**src/rtl/adv7513_reg_dump.sv**
```systemverilog
// Register-dump sequencer: walks an address range through the ADV7513 reader's
// start/done handshake and queues {addr, data, timeout} records in a show-ahead FIFO.
module adv7513_reg_dump #(
  parameter int unsigned FIFO_DEPTH     = 4,
  parameter int unsigned TIMEOUT_CYCLES = 100000
) (
  input  logic       clk_i,
  input  logic       reset_i,
  input  logic       go_i,
  input  logic [7:0] first_addr_i,
  input  logic [7:0] last_addr_i,
  output logic       busy_o,
  output logic       dump_done_o,
  output logic       error_o,
  output logic       rd_start_o,
  output logic [7:0] rd_addr_o,
  input  logic       rd_done_i,
  input  logic [7:0] rd_data_i,
  output logic       out_valid_o,
  input  logic       out_ready_i,
  output logic [7:0] out_addr_o,
  output logic [7:0] out_data_o,
  output logic       out_timeout_o
);

  localparam int unsigned PtrW      = (FIFO_DEPTH > 1) ? $clog2(FIFO_DEPTH) : 1;
  localparam logic [19:0] TimerLast = 20'(TIMEOUT_CYCLES - 1);
  localparam logic [PtrW:0] FullCnt = (PtrW + 1)'(FIFO_DEPTH);
  localparam logic [PtrW:0] CntOne  = (PtrW + 1)'(1);

  typedef enum logic [2:0] {
    StIdle,
    StIssue,
    StArm,
    StWait,
    StCapture,
    StPush
  } state_e;

  state_e      state_q, state_d;
  logic [7:0]  cur_addr_q, cur_addr_d;
  logic [7:0]  end_addr_q, end_addr_d;
  logic [7:0]  hold_data_q, hold_data_d;
  logic        hold_to_q, hold_to_d;
  logic        error_q, error_d;
  logic [19:0] timer_q, timer_d;

  logic [16:0]     mem_q [FIFO_DEPTH];
  logic [PtrW-1:0] wr_ptr_q, rd_ptr_q;
  logic [PtrW:0]   count_q;
  logic            fifo_full, push, pop, dump_done;
  logic [16:0]     head;

  assign fifo_full = (count_q == FullCnt);
  assign pop       = (count_q != '0) && out_ready_i;

  always_comb begin
    state_d     = state_q;
    cur_addr_d  = cur_addr_q;
    end_addr_d  = end_addr_q;
    hold_data_d = hold_data_q;
    hold_to_d   = hold_to_q;
    error_d     = error_q;
    timer_d     = timer_q;
    push        = 1'b0;
    dump_done   = 1'b0;
    case (state_q)
      StIdle: begin
        if (go_i) begin
          cur_addr_d = first_addr_i;
          end_addr_d = last_addr_i;
          error_d    = 1'b0;
          state_d    = StIssue;
        end
      end
      StIssue: begin
        timer_d = '0;
        state_d = StArm;
      end
      StArm: begin
        timer_d = timer_q + 20'd1;
        if (timer_q == TimerLast) begin
          hold_data_d = 8'h00;
          hold_to_d   = 1'b1;
          error_d     = 1'b1;
          state_d     = StPush;
        end else if (!rd_done_i) begin
          // A done level from the previous read must drop before we trust a new one.
          state_d = StWait;
        end
      end
      StWait: begin
        timer_d = timer_q + 20'd1;
        if (rd_done_i) begin
          state_d = StCapture;
        end else if (timer_q == TimerLast) begin
          hold_data_d = 8'h00;
          hold_to_d   = 1'b1;
          error_d     = 1'b1;
          state_d     = StPush;
        end
      end
      StCapture: begin
        // Reader data is registered, so it is valid one cycle after done.
        hold_data_d = rd_data_i;
        hold_to_d   = 1'b0;
        state_d     = StPush;
      end
      StPush: begin
        if (!fifo_full) begin
          push = 1'b1;
          if (cur_addr_q == end_addr_q) begin
            dump_done = 1'b1;
            state_d   = StIdle;
          end else begin
            cur_addr_d = cur_addr_q + 8'd1;
            state_d    = StIssue;
          end
        end
      end
      default: state_d = StIdle;
    endcase
  end

  always_ff @(posedge clk_i) begin
    if (reset_i) begin
      state_q     <= StIdle;
      cur_addr_q  <= '0;
      end_addr_q  <= '0;
      hold_data_q <= '0;
      hold_to_q   <= 1'b0;
      error_q     <= 1'b0;
      timer_q     <= '0;
    end else begin
      state_q     <= state_d;
      cur_addr_q  <= cur_addr_d;
      end_addr_q  <= end_addr_d;
      hold_data_q <= hold_data_d;
      hold_to_q   <= hold_to_d;
      error_q     <= error_d;
      timer_q     <= timer_d;
    end
  end

  always_ff @(posedge clk_i) begin
    if (reset_i) begin
      wr_ptr_q <= '0;
      rd_ptr_q <= '0;
      count_q  <= '0;
    end else begin
      if (push) wr_ptr_q <= wr_ptr_q + 1'b1;
      if (pop)  rd_ptr_q <= rd_ptr_q + 1'b1;
      case ({push, pop})
        2'b10:   count_q <= count_q + CntOne;
        2'b01:   count_q <= count_q - CntOne;
        default: count_q <= count_q;
      endcase
    end
  end

  always_ff @(posedge clk_i) begin
    if (push) mem_q[wr_ptr_q] <= {cur_addr_q, hold_data_q, hold_to_q};
  end

  assign head = mem_q[rd_ptr_q];

  assign busy_o        = (state_q != StIdle);
  assign dump_done_o   = dump_done;
  assign error_o       = error_q;
  assign rd_start_o    = (state_q == StIssue);
  assign rd_addr_o     = cur_addr_q;
  assign out_valid_o   = (count_q != '0);
  // Outputs read zero when empty so stale storage never shows after reset.
  assign out_addr_o    = out_valid_o ? head[16:9] : 8'h00;
  assign out_data_o    = out_valid_o ? head[8:1]  : 8'h00;
  assign out_timeout_o = out_valid_o ? head[0]    : 1'b0;

endmodule

```
**config.mk**
```make
export PLATFORM = sky130hd
export DESIGN_NAME = adv7513_reg_dump
export DESIGN_NICKNAME = d
export VERILOG_FILES = /design/src/rtl/adv7513_reg_dump.sv
export SDC_FILE = /design/constraint.sdc
export NUM_CORES = 1
export LEC_CHECK = 0
export ABC_CLOCK_PERIOD_IN_PS = 2900
export CORE_MARGIN = 2
export CORE_UTILIZATION = 30
export CTS_CLUSTER_SIZE = 28
export DETAILED_ROUTE_END_ITERATION = 8
export DONT_BUFFER_PORTS = 1
export PLACE_DENSITY = 0.55
export SYNTH_ARGS = -nofsm -noshare
export SYNTH_HDL_FRONTEND = slang
export SYNTH_SLANG_ARGS = --single-unit
```
**constraint.sdc**
```tcl
create_clock -name clk_i -period 2.9 [get_ports clk_i]
set_input_delay 0.29 -clock clk_i [delete_from_list [all_inputs] [get_ports clk_i]]
set_output_delay 0.29 -clock clk_i [all_outputs]
set_load 0.1 [all_outputs]
```
==> results of run 1 <==
[power groups by stage]
stage                     logic, mW  registers [mW]  clock network (mW)
after floorplan               0.305            2.09                   0
after global placement        0.494            2.00                   0
after detailed placement      0.501            2.01                   0
after CTS                     0.527            1.97                2.15
after global routing          0.559            1.97                2.22
final                         0.525            1.97                2.11
[cell type report]
class / instances / share of cell area
sequential: 126 / 0.474
multi-input combinational: 305 / 0.323
timing repair buffer: 51 / 0.0641
clock buffer: 17 / 0.0630
tap: 229 / 0.0424
clock inverter: 15 / 0.0241
inverter: 15 / 0.00834
antenna: 1 / 0.000371
[registers in the layout, summed over array words and instances (netlist names), named ones only]
name and count:
wr_ptr_q 2, hold_data_q 8, end_addr_q 8, rd_ptr_q 2
hold_to_q 1, state_q 3, mem_q 68, count_q 3
rd_addr_o 8, error_o 1, timer_q 20
[cells in the final DEF (no fill, tap or decap), types with 12 or more instances in the layout]
master	instances
edfxtp_1	68
dfxtp_1	58
o21ai_0	12
nand3_1	13
inv_1	15
nand2_1	46
buf_4	39
mux4_2	17
clkbuf_16	17
nor2_1	30
and2_1	21
a21oi_1	28
[how the worst max path moves through the flow]
stage,startpoint,end,slack [ps],cells past startpoint
floorplan,rd_addr_o[2],dump_done_o,60,5
finish,state_q[0],rd_start_o,410,4
detailed placement,state_q[1],count_q[2],710,9
CTS,state_q[0],rd_start_o,410,4
global route,state_q[0],rd_start_o,290,4
global placement,state_q[2],timer_q[19],760,6
[kinds of logic (layout without fill, tap and decap cells)]
family	Yosys count	after routing	synth area share
buf+inv	41	98	0.0311
mux	24	24	0.0835
other cells	0	1	0
xor+xnor	13	13	0.0205
simple gates	173	173	0.166
flops	126	126	0.576
compound gates	87	87	0.103
fa+ha+maj	8	8	0.0194
[repair_timing]
action | 4_1_cts | 5_1_grt
hold buffers | 11 | 0
setup buffers | 0 | 0
hold endpoints to repair | 53 | 0
[per-stage QoR]
step           utilization  instance area [sq um]  total power, mW
6_report             0.373                   6750             4.60
5_1_grt              0.373                   6750             4.75
4_1_cts              0.373                   6750             4.64
3_5_place_dp         0.334                   6040             2.51
3_3_place_gp         0.334                   6040             2.50
2_1_floorplan            -                   5560             2.39
[critical path, cell delays in order (launching register included)]
cell,delay (ps)
dfxtp_1,510
inv_1,170
or3_1,600
inv_1,190
buf_4,310
[routing by layer]
layer	vias to the layer above	wire [um]	GRT usage
met2	95	6330	0.226
li1	1854	-	-
met4	2	147	0.0425
met1	1944	5390	0.155
met5	-	7	0
met3	15	999	0.0509
==> impl_results.md, run 1 <==
- Status: finished, violations left
- Failing checks: DRC
- I/O Buffers: 0
- Leakage power: around 2.4 nW
- Number of synthesized register bits: between 100 and 150
- Register area: between 0.003 and 0.004 sq mm
- Later-pin clock latency in the skew report: about 420 ps
- Worst vdd ir: between 0.0004 and 0.0005 V
- I/O Pins: 59
- Filler Cells Inserted: approximately 1,700
- Hold/Removal Path Class: in2reg
- Top cell type by total area after synthesis: edfxtp_1
- Comb power frac: 0.114
- CP endpoint kind: output port
- Syn_area_per_cell: 11.8 sq um
- Critical Path AT: around 2200 ps
- Detailed Route Iter0 Violations: about 210
- Hold Path Stages: 1
- Post-DP HPWL: 8690 um
- DR vias/cell: around 5
- Pre-CTS WS: approximately 710 ps
- Setup violators final: 0
- Fin crit period: 2490 ps
- Worst reg2reg setup slack: around 690 ps
- Largest net degree at the start of global routing: 47
- Count of warnings emitted by yosys: 0
- CTS tree: built
- Hold Path End: hold_data_q[4]
- First-pass GRT wire length: between 20,000 and 25,000 um
- Final count of pins violating max slew: 0
- Hold slack: 10.2 ps
- First drt pass iteration count: 7
- Worst r2r src: state_q[2]
- Fin worst setup slack: 407 ps
- Aggregate global routing overflow: 0
- Clock sinks: 126
- Fmax achieved: roughly 0.4 GHz
- Final TNS setup: 0 ps
- Net count of the mapped netlist: around 510
- Inst Count DP: between 700 and 800
- Final period util: 0.860
- Share of layout cells above drive strength 1: 0.200
- WS Path Type: reg2out
- Mapped Area: 0.00556 sq mm
- Switching part of the total power: 0.287
- Worst flop-to-flop path endpoint: timer_q[19]
- Yosys cell types: 63
- CTS H-tree lvls: 4
- ANT nets after route: 0
- Startpoint types: flip-flop
- Slew @ Worst Pin: roughly 1000 ps
- Synthesized instance count: 472
- Register area share after synthesis: 0.576
- Max_cap viols: 0
- Final Hold Viols: 0
- Post-synth top cells: edfxtp_1, dfxtp_1, nand2_1
- WP data required: approximately 2600 ps
- RSZ-0062 raised after global routing: false
- Clock power frac: 0.459
- Initial antenna violation count: 2
- Ranking of synthesized cells by area: edfxtp_1, dfxtp_1, mux4_2
- Post-synth ARST share: 0
- Top-count cell post-synth: edfxtp_1
- Starting Density: 0.307
- Synth top area share: 0.367
- Clock Skews: about 8.6 ps
- Number of flops mapped to enable cells by yosys: between 60 and 70
- Clk pin slew, worst setup/hold paths: about 60 ps
- CP Max Fanout: 12
- Slew HR: 0.321
- Vias in the first global route: approximately 3,800
- Multi-input combinational cell area: between 0.002 and 0.0025 sq mm
- Die area: 0.0196 sq mm
- CTS Buf Count: 17
- Drt total wl: 12,900 um
- Final #Nets: 553
- Die Ht: ~140 um
- Seq pwr share: 0.427
- Placer Congestion: 0.838
- Row Count: 49
- Sw power: between 1 and 1.5 mW
- Predominant post-synthesis flop cell: edfxtp_1
- Clock tree buffer depth: 2
- Pwr dens: between 600 and 700 mW/mm^2
- Clock Tree Root: clkbuf_16
- Post-route insts no fill: between 700 and 800
- Die span in x: ~140 um
- Routed length per placed instance: about 17 um
- Int Pwr: 3.28 mW
- Synthesis-to-layout area growth: 21.5%
- GRT Total Usage: 0.133
- # DRC: 14
- Hold_sp: rd_data_i[4]
- Core area: ~0.018 sq mm
- Cts repair resizes: 0
- R2R cell count: 6
- Vias: 3,910
(Power assumes the default switching activity.)
==> inputs of run 2 (changes only) <==
--- a/config.mk
+++ b/config.mk
@@ -6,12 +6,14 @@
 export NUM_CORES = 1
 export LEC_CHECK = 0
 export ABC_CLOCK_PERIOD_IN_PS = 2900
+export CAP_MARGIN = 20
+export CORE_ASPECT_RATIO = 0.6
 export CORE_MARGIN = 2
-export CORE_UTILIZATION = 30
+export CORE_UTILIZATION = 34
 export CTS_CLUSTER_SIZE = 28
 export DETAILED_ROUTE_END_ITERATION = 8
 export DONT_BUFFER_PORTS = 1
-export PLACE_DENSITY = 0.55
+export PLACE_DENSITY = 0.59
 export SYNTH_ARGS = -nofsm -noshare
 export SYNTH_HDL_FRONTEND = slang
 export SYNTH_SLANG_ARGS = --single-unit
==> run 2 against run 1 <==
  * Power shrank 1.7%
  * Worst hold slack gained 1.0 ps
  * Critical endpoint unchanged
  * Clock power shrank 4%
  * Combinational power grew 3%
  * Core utilization grew 4.0 points
  * Largest cell class unchanged
  * The run now ends clean
  * First-iteration DRC count grew 63%
  * Largest power group unchanged
  * Flip-flop and latch count is the same
  * Count of clock-buffer cells in the layout is the same
  * Worst setup slack gained 10 ps
  * Non-clock buffer count shrank 4
  * Wire length grew 0.23%
  * Clock skew grew 2.4 ps
==> impl_results.md, run 2 (synthesis gave the netlist of run 1 again) <==
- Status: complete, no violations
- DR vias/cell: 5.33 (+3.5%)
- Highest-delay cell along the critical path: or3_1
- Clk pin slew, worst setup/hold paths: 60 ps (about the same)
- Clock tree buffer depth: 2 (unchanged)
- Most frequent cells in the layout: edfxtp_1, dfxtp_1, nand2_1
- Worst Path Buf+Inv: 3 (unchanged)
- Final #Nets: 549 (-0.72%)
- Setup Buffers After CTS: 0 (unchanged)
- Vias: 3,914 (+0.10%)
- Leakage power: 2.37 nW (-1.3%)
- Worst r2r src: state_q[2]
- Clock sinks: 126 (unchanged)
- Hold slack: 11.2 ps (+1.02 ps)
- Core area: 0.0161 sq mm (-11%)
- CTS H-tree lvls: 4 (unchanged)
- Pwr dens: 679 mW/mm^2 (-0.37%)
- Share of layout cells above drive strength 1: 0.200 (-0.000378)
- Drt total wl: 12,900 um (+0.23%)
- Pre-CTS WS: 633 ps (-72.2 ps)
- RSZ-0062 raised after global routing: false
- CP Max Fanout: 12 (unchanged)
- Setup violators final: 0 (unchanged)
- Worst setup endpoint: rd_start_o
- CP endpoint kind: output port
- WS Path Type: reg2out
- Largest net degree at the start of global routing: 47 (unchanged)
- Worst reg2reg setup slack: 600 ps (-90 ps)
- Biggest registers after layout: mem_q (68), timer_q (20)
- Initial antenna violation count: 1 (-1)
- Startpoint types: flip-flop
- Later-pin clock latency in the skew report: 410 ps (about the same)
- Detailed Route Iter0 Violations: 347 (+63%)
- WP data required: 2610 ps (about the same)
- Hold/Removal Path Class: in2reg
- CP Cell Sequence: inv_1, or3_1, inv_1, buf_4
- Final count of pins violating max slew: 0 (unchanged)
- Clock Tree Root: clkbuf_16
- Hold buffers post-CTS: 8 (-3)
- Most used cell, CP: inv_1
- Post-DP HPWL: 8680 um (-0.21%)
- Slew HR: 0.308 (-0.0138)
- Fin worst setup slack: 418 ps (+10.4 ps)
- First-pass GRT wire length: 20,400 um (+0.99%)
- Final Hold Viols: 0 (unchanged)
- Final TNS setup: 0 ps (unchanged)
- ANT nets after route: 0 (unchanged)
- Biggest register: mem_q
- Critical Path AT: 2190 ps (about the same)
- Inserted Diodes: 0 (-1)
- Vias in the first global route: 3,754 (-1.7%)
- Crit path launch: state_q[0]
- Most common cell after layout, fill and taps aside: edfxtp_1
- Max_cap viols: 0 (unchanged)
- Die Ht: 103 um (-26%)
- I/O Buffers: 0 (unchanged)
- Row Count: 36 (-27%)
- CP delay by family, top: buffers and inverters
- Aggregate global routing overflow: 0 (unchanged)
- CTS Buf Count: 17 (unchanged)
- Crit path depth: 4 (unchanged)
- CTS tree: built
- Starting Density: 0.345 (+0.0374)
- Slowest stage delay, CP: 610 ps (about the same)
- Clock Skews: 11.0 ps (+2.43 ps)
- Cts repair resizes: 0 (unchanged)
- Final period util: 0.856 (-0.00357)
- I/O Pins: 59 (unchanged)
- Worst vdd ir: 0.000510 V (+3.6%)
- Max reg flops: 68 (unchanged)
- First drt pass iteration count: 5 (-2)
- Placer Congestion: 0.811 (-3.2%)
- # DRC: 0 (-14)
- Fmax achieved: 0.403 GHz (+0.42%)
- Synthesis-to-layout area growth: 20.0%
- Die span in x: 169 um (+21%)
- Fin crit period: 2480 ps (-10.4 ps)
- R2R cell count: 9 (+3)
- Filler Cells Inserted: 1,527 (-11%)
- Worst flop-to-flop path endpoint: count_q[2]
- Routed length per placed instance: 17.6 um (+3.6%)
- GRT Total Usage: 0.155 (+0.0221)
- Die area: 0.0174 sq mm (-11%)
- Slew @ Worst Pin: 1030 ps (+17.2 ps)
==> run 2: cell types whose count changed in the layout (fill, tap and decap cells not counted) <==
cell / before / now
bufinv_16: 1 / 0
diode_2: 1 / 0
buf_4: 39 / 38
clkinvlp_4: 2 / 3
clkinv_4: 1 / 0
inv_6: 6 / 7
dlygate4sd3_1: 10 / 7
==> run 2: per-stage QoR <==
stage	instance area (sq um)	utilization	cells	total power [mW]
finish	6670	0.413	734	4.53
global route	6670	0.413	734	4.69
CTS	6670	0.413	734	4.56
detailed placement	6010	0.373	694	2.51
global placement	6010	0.373	694	2.50
floorplan	5560	-	472	2.39
==> run 2: cell type report <==
| cell class | count | area (sq um) | area share |
|---|---|---|---|
| Inverter | 15 | 56.3 | 0.00845 |
| Tap cell | 209 | 262 | 0.0392 |
| Multi-Input combinational cell | 305 | 2180 | 0.328 |
| Clock inverter | 15 | 140 | 0.0210 |
| Sequential cell | 126 | 3200 | 0.481 |
| Clock buffer | 17 | 425 | 0.0638 |
| Timing Repair Buffer | 47 | 395 | 0.0593 |
==> run 2: worst reg2reg max path, delay by kind of cell, from the launching register on <==
family / cells / cell delay, ps
flip-flops: 1 / 610
AND/OR/NAND/NOR: 2 / 490
adder cells (fa/ha/maj): 2 / 420
AO/OA/AOI/OAI: 2 / 400
buffers and inverters: 2 / 230
XOR/XNOR: 1 / 70
==> run 2: worst min path at each step <==
stage	depth (start not counted)	to	start
after CTS	1	hold_data_q[5]	rd_data_i[5]
after floorplan	1	hold_data_q[0]	rd_data_i[0]
after detailed placement	1	timer_q[9]	reset_i
after global routing	1	hold_data_q[5]	rd_data_i[5]
after global placement	1	timer_q[12]	reset_i
final	1	hold_data_q[5]	rd_data_i[5]
==> run 2: metal layers <==
| layer | up-vias | track usage | part of all wire |
|---|---|---|---|
| met2 | 120 | 0.229 | 0.44 |
| met1 | 1934 | 0.222 | 0.49 |
| met3 | 13 | 0.0407 | 0.063 |
| li1 | 1845 | - | - |
| met5 | - | 0 | 0.00062 |
| met4 | 2 | 0.0506 | 0.0079 |
==> run 2: power by group <==
part           switching, mW  internal [mW]
sequential            0.0369           1.92
combinational          0.402          0.137
clock                  0.893           1.14
